### config.mk
export PLATFORM = sky130hd
export DESIGN_NAME = cac_tx_arbiter
export DESIGN_NICKNAME = d
export VERILOG_FILES = /design/src/rtl/cac_tx_arbiter.sv
export SDC_FILE = /design/constraint.sdc
export NUM_CORES = 1
export LEC_CHECK = 0
export ABC_AREA = 1
export CAP_MARGIN = 25
export CORE_ASPECT_RATIO = 1.1
export CORE_MARGIN = 4
export CORE_UTILIZATION = 53
export CTS_CLUSTER_SIZE = 24
export DETAILED_ROUTE_END_ITERATION = 8
export HOLD_SLACK_MARGIN = 0.15
export PLACE_DENSITY = 0.83
export SLEW_MARGIN = 15
export SYNTH_ARGS = -nofsm -noshare
export SYNTH_HDL_FRONTEND = slang
export SYNTH_SLANG_ARGS = --single-unit
### constraint.sdc
create_clock -name clk -period 2.75 [get_ports clk]
set_input_delay 0.6875 -clock clk [delete_from_list [all_inputs] [get_ports clk]]
set_output_delay 0.6875 -clock clk [all_outputs]
set_load 0.005 [all_outputs]
### src/rtl/cac_tx_arbiter.sv
// cac_tx_arbiter: round-robin arbiter that lets NUM_REQ packet sources share
// one CAC UART transmitter. A winner owns the transmitter for a whole packet
// (until req_last), or until it stalls for TIMEOUT_CYCLES cycles, and its
// bytes pass through a single registered output buffer.
//
// Ports
//   clk, rst       clock, synchronous active-high reset
//   req_valid      per-requester byte-present flags
//   req_data       packed requester bytes, slice i = requester i
//   req_last       per-requester last-byte-of-packet flags
//   req_ready      per-requester accept strobe (combinational, one-hot or zero)
//   tx_data        byte presented to the UART transmitter
//   tx_valid       tx_data holds a byte
//   tx_ready       transmitter accepts tx_data this cycle
//   grant          one-hot current owner, zero when idle
//   timeout_pulse  one-cycle pulse when the owner is aborted for stalling
module cac_tx_arbiter #(
    parameter int unsigned NUM_REQ        = 4,
    parameter int unsigned DATA_WIDTH     = 8,
    parameter int unsigned TIMEOUT_CYCLES = 1_000_000
) (
    input  logic                            clk,
    input  logic                            rst,
    input  logic [NUM_REQ-1:0]              req_valid,
    input  logic [NUM_REQ*DATA_WIDTH-1:0]   req_data,
    input  logic [NUM_REQ-1:0]              req_last,
    output logic [NUM_REQ-1:0]              req_ready,
    output logic [DATA_WIDTH-1:0]           tx_data,
    output logic                            tx_valid,
    input  logic                            tx_ready,
    output logic [NUM_REQ-1:0]              grant,
    output logic                            timeout_pulse
);

    localparam int unsigned IDX_W = (NUM_REQ > 1) ? $clog2(NUM_REQ) : 1;
    localparam int unsigned CNT_W = $clog2(TIMEOUT_CYCLES + 1);
    localparam logic [CNT_W-1:0] STALL_LIMIT = CNT_W'(TIMEOUT_CYCLES - 1);
    localparam logic [IDX_W-1:0] LAST_IDX    = IDX_W'(NUM_REQ - 1);

    typedef enum logic [1:0] {
        ST_IDLE  = 2'd0,
        ST_SEND  = 2'd1,
        ST_DRAIN = 2'd2
    } state_t;

    state_t                  state_q, state_d;
    logic [IDX_W-1:0]        owner_q, owner_d;
    logic [IDX_W-1:0]        last_owner_q, last_owner_d;
    logic [NUM_REQ-1:0]      grant_q, grant_d;
    logic [DATA_WIDTH-1:0]   tx_data_q, tx_data_d;
    logic                    tx_valid_q, tx_valid_d;
    logic [CNT_W-1:0]        stall_q, stall_d;
    logic                    timeout_q, timeout_d;

    logic                    pick_found;
    logic [IDX_W-1:0]        pick_idx;
    logic [IDX_W-1:0]        cand;
    logic [DATA_WIDTH-1:0]   owner_data;
    logic                    owner_valid;
    logic                    owner_last;
    logic                    buf_open;
    logic                    xfer;
    logic                    drain;

    // Round-robin search starting just after the previous owner.
    always_comb begin
        pick_found = 1'b0;
        pick_idx   = '0;
        cand       = '0;
        for (int unsigned k = 1; k <= NUM_REQ; k++) begin
            cand = IDX_W'((32'(last_owner_q) + k) % NUM_REQ);
            if (!pick_found && req_valid[cand]) begin
                pick_found = 1'b1;
                pick_idx   = cand;
            end
        end
    end

    // Owner's byte/flags, selected by comparison to keep part-selects constant.
    always_comb begin
        owner_data  = '0;
        owner_valid = 1'b0;
        owner_last  = 1'b0;
        for (int unsigned i = 0; i < NUM_REQ; i++) begin
            if (owner_q == IDX_W'(i)) begin
                owner_data  = req_data[i*DATA_WIDTH +: DATA_WIDTH];
                owner_valid = req_valid[i];
                owner_last  = req_last[i];
            end
        end
    end

    // Buffer can take a byte when empty or being emptied this cycle.
    assign buf_open  = !tx_valid_q || tx_ready;
    assign req_ready = (state_q == ST_SEND && buf_open) ? grant_q : '0;
    assign xfer      = (state_q == ST_SEND) && owner_valid && buf_open;
    assign drain     = tx_valid_q && tx_ready;

    // Next-state and next-output logic.
    always_comb begin
        state_d      = state_q;
        owner_d      = owner_q;
        last_owner_d = last_owner_q;
        grant_d      = grant_q;
        tx_data_d    = tx_data_q;
        tx_valid_d   = tx_valid_q;
        stall_d      = stall_q;
        timeout_d    = 1'b0;

        // A load wins over a drain in the same cycle, keeping tx_valid high.
        if (xfer) begin
            tx_data_d  = owner_data;
            tx_valid_d = 1'b1;
        end else if (drain) begin
            tx_valid_d = 1'b0;
        end

        case (state_q)
            ST_IDLE: begin
                if (pick_found) begin
                    owner_d = pick_idx;
                    grant_d = NUM_REQ'(1) << pick_idx;
                    stall_d = '0;
                    state_d = ST_SEND;
                end
            end
            ST_SEND: begin
                if (xfer) begin
                    stall_d = '0;
                    if (owner_last) begin
                        state_d = ST_DRAIN;
                    end
                end else if (!owner_valid) begin
                    // Only an absent owner counts; tx backpressure never does.
                    if (stall_q == STALL_LIMIT) begin
                        state_d   = ST_DRAIN;
                        timeout_d = 1'b1;
                    end else begin
                        stall_d = stall_q + CNT_W'(1);
                    end
                end
            end
            ST_DRAIN: begin
                if (buf_open) begin
                    state_d      = ST_IDLE;
                    grant_d      = '0;
                    last_owner_d = owner_q;
                end
            end
            default: begin
                state_d = ST_IDLE;
                grant_d = '0;
            end
        endcase
    end

    // State and output registers.
    always_ff @(posedge clk) begin
        if (rst) begin
            state_q      <= ST_IDLE;
            owner_q      <= '0;
            last_owner_q <= LAST_IDX;
            grant_q      <= '0;
            tx_data_q    <= '0;
            tx_valid_q   <= 1'b0;
            stall_q      <= '0;
            timeout_q    <= 1'b0;
        end else begin
            state_q      <= state_d;
            owner_q      <= owner_d;
            last_owner_q <= last_owner_d;
            grant_q      <= grant_d;
            tx_data_q    <= tx_data_d;
            tx_valid_q   <= tx_valid_d;
            stall_q      <= stall_d;
            timeout_q    <= timeout_d;
        end
    end

    assign grant         = grant_q;
    assign tx_data       = tx_data_q;
    assign tx_valid      = tx_valid_q;
    assign timeout_pulse = timeout_q;

endmodule

==> metrics.md <==
| Metric | Value |
|---|---|
| CTS tree | `yes` |
| R2r setup slk | `730 ps` |
| Grt total ovfl | `0` |
| Final min period | `between 2000 and 2500 ps` |
| Yosys warns | `0` |
| Die ar. | `about 6600 um^2` |
| Placer's final routability congestion estimate | `approximately 0.93` |
| R2R Path End | `stall_q[7]` |
| Max cap viols | `0` |
| Post-Synthesis Cell Area | `2840 um^2` |
| Worst-Skew Late Latency | `roughly 300 ps` |
| Rows | `27` |
| Hold Path Sink | `tx_data[1]` |
| Leak | `roughly 1.5 nW` |
| Worst slew margin | `between 60% and 70%` |
| Slew @ Worst Pin | `between 400 and 500 ps` |
| Initial Utilization | `around 56%` |
| Critical Path AT | `around 1800 ps` |
| Sequential share of the synthesized area | `28.2%` |
| Share of layout cells above drive strength 1 | `a little over a tenth` |
| Net Count, Synth | `514` |
| Crit start category | `input pin` |
| DR WL/cell | `about 12 um` |
| Area delta synth->final | `28.0%` |
| Sequential power share | `27.7%` |
| N_diodes | `0` |
| Slew Limit Fails | `0` |
| Drt pass-1 iters | `4` |
| Via count | `~3.1k` |
| Final Total Pwr | `2.92 mW` |
| Clock Path Buffers | `2` |
| Switching share of total power | `between 40 and 50%` |
| Max Clk Rate | `0.403 GHz` |
| Overall global routing resource usage | `about 22%` |
| Hold Crit Class | `reg -> reg` |
| DIE HEIGHT | `approximately 85 um` |
| Syn avg cell area | `6.05 um^2` |
| Post-Route WL | `7.25 mm` |
| Maximum VDD drop | `roughly 0.6 mV` |
| Area leader, netlist | `dfxtp_1` |
| Fin. Hold Viols | `0` |
| Clk pwr share | `between 10% and 20%` |
| Critical Path End Type | `primary output` |
| I/O Buffers | `60` |
| Clock Skews | `approximately 13 ps` |
| WP data required | `2060 ps` |
| Comb pwr share | `a little under three fifths` |
| Hold path cells | `2` |
| Nets@finish | `approximately 570` |
| Number of global-route vias before repair | `2935` |
| Worst-path clk slew | `about 90 ps` |
| Critical path class | `in -> out` |
| Gate Count Post-Synth | `between 400 and 500` |
| Num ports | `roughly 60` |
| Clock sinks | `40` |
| Post-layout util | `between 70% and 80%` |
| Final routed DRC violation total | `0` |
| P_sw | `1.31 mW` |
| Reg-to-reg critical path startpoint | `stall_q[0]` |
| RSZ-0062 raised after global routing | `false` |
| Distinct cells, synth | `36` |
| Initial antenna violation count | `0` |
| TNS Setup | `0 ps` |
| Period utilization | `roughly nine tenths` |
| CTS Root Cell | `clkbuf_8` |
| Core Region | `5100 um^2` |
| Pint | `approximately 1.6 mW` |
| Share of the synthesized area in the top cell type | `between 20% and 30%` |
| Via density per instance | `approximately 5.1` |
| Post-CTS Hold Buffers | `0` |
| Largest net degree at the start of global routing | `23` |
| First-pass GRT wire length | `around 12 mm` |
| Crit path max fanout | `4` |
| Status | `complete, no violations` |
| Number of cells on the worst reg-to-reg path | `11` |
| Power density cells | `about 800 nW/um^2` |
| Post-route ant nets | `0` |
| Post-synthesis register bit count | `40` |
| H-tree levels | `2` |
| Final Setup Violations | `0` |
| Die width | `around 78 um` |
| Synth area leaders | `dfxtp_1 28%, nand2_1 21%, nor2_1 9.4%` |
| CTS Buf Count | `5` |
| Worst hold start | `tx_data[1]` |
| Drt initial violations | `153` |
| Hpwl dp | `around 5.6 mm` |
==> worst max-delay path by stage <==
| stage | end | depth (start not counted) | from | slack [ps] |
|---|---|---|---|---|
| final | req_ready[3] | 6 | tx_ready | 270 |
| after global routing | req_ready[3] | 6 | tx_ready | 160 |
| after CTS | req_ready[3] | 6 | tx_ready | 240 |
| after detailed placement | req_ready[3] | 6 | tx_ready | -10 |
| after global placement | req_ready[2] | 6 | tx_ready | 20 |
| after floorplan | req_ready[0] | 4 | tx_ready | 850 |
==> cell usage after synthesis <==
library cell / n
a211oi_1: 3
a21oi_1: 23
a21oi_2: 7
a221oi_1: 3
a311oi_1: 5
a31o_2: 2
a31oi_1: 1
and2_1: 1
buf_1: 2
buf_2: 3
buf_4: 4
buf_6: 3
clkbuf_1: 5
clkinv_2: 1
dfxtp_1: 40
ha_1: 1
inv_1: 33
inv_2: 5
inv_6: 1
nand2_1: 161
nand2_2: 7
nand2_4: 2
nand3_1: 47
nand3_2: 4
nand4_1: 4
nand4_4: 1
nor2_1: 71
nor2_4: 4
nor3_1: 7
nor4_1: 1
o211ai_1: 2
o21ai_0: 5
o21bai_1: 1
or2_2: 5
xnor2_1: 2
xor2_1: 3
==> placed cells by master, fill, tap and decap left out, types with 7 or more instances in the layout <==
| cell | netlist | layout |
|---|---|---|
| inv_1 | 33 | 33 |
| clkdlybuf4s50_1 | 0 | 56 |
| a21oi_2 | 7 | 7 |
| nor3_1 | 7 | 7 |
| nand3_1 | 47 | 47 |
| dfxtp_1 | 40 | 40 |
| a21oi_1 | 23 | 23 |
| nand2_2 | 7 | 7 |
| nand2_1 | 161 | 161 |
| buf_4 | 4 | 8 |
| nor2_1 | 71 | 71 |
==> layer usage <==
layer | vias to the layer above | share of wire [%] | GRT usage (%) | routed length [um]
met5 | - | 0 | 0 | 0
met4 | 0 | 0.94 | 6.15 | 68
met3 | 6 | 7.4 | 6.12 | 539
met2 | 90 | 49 | 40.1 | 3570
met1 | 1379 | 42 | 25.9 | 3070
li1 | 1627 | - | - | -
==> timing repair <==
action,in CTS,in global routing
buffers inserted,1,0
resized for setup,4,0
setup endpoints to repair,2,0
==> critical path: stages <==
cell             delay (ps)
clkdlybuf4s50_1         450
nor2_1                   50
nor2_1                  160
inv_1                   100
nor2_1                   90
dlygate4sd2_1           250
==> per-stage QoR <==
step | hold WS, ps | area, um^2 | cells | setup WS, ps
after global routing | 509 | 3640 | 603 | 161
after floorplan | 475 | 2840 | 470 | 853
after detailed placement | 486 | 3520 | 594 | -14.6
after global placement | 476 | 3520 | 594 | 18.8
final | 497 | 3640 | 603 | 271
after CTS | 500 | 3640 | 603 | 245
==> cells by family after synthesis <==
| logic type | count (synthesis) | synth area share, % |
|---|---|---|
| xor+xnor | 5 | 1.54 |
| flops | 40 | 28.2 |
| compound gates | 52 | 12.0 |
| buf+inv | 57 | 9.20 |
| fa+ha+maj | 1 | 0.440 |
| simple gates | 315 | 48.7 |
==> power by group through the flow <==
stage / clock (mW) / sequential [mW] / combinational [mW]
finish: 0.500 / 0.807 / 1.61
global route: 0.537 / 0.824 / 1.80
CTS: 0.506 / 0.806 / 1.62
detailed placement: 0 / 0.816 / 1.61
global placement: 0 / 0.815 / 1.58
floorplan: 0 / 0.791 / 1.13
==> flip-flops by register name (all words and copies together), names as in the netlist <==
register	cells
owner_q	2
stall_q	20
last_owner_q	2
grant	4
tx_data	8
state_q	2
timeout_pulse	1
tx_valid	1
==> final cells by class <==
cell class / instances / area, um^2
clock buffer: 5 / 68.8
clock inverter: 3 / 46.3
fill: 442 / 1460
inverter: 40 / 156
multi-input combinational: 373 / 1780
sequential: 40 / 801
tap: 72 / 90.1
timing repair buffer: 70 / 696
No activity file was read; power rests on OpenSTA's default activity.
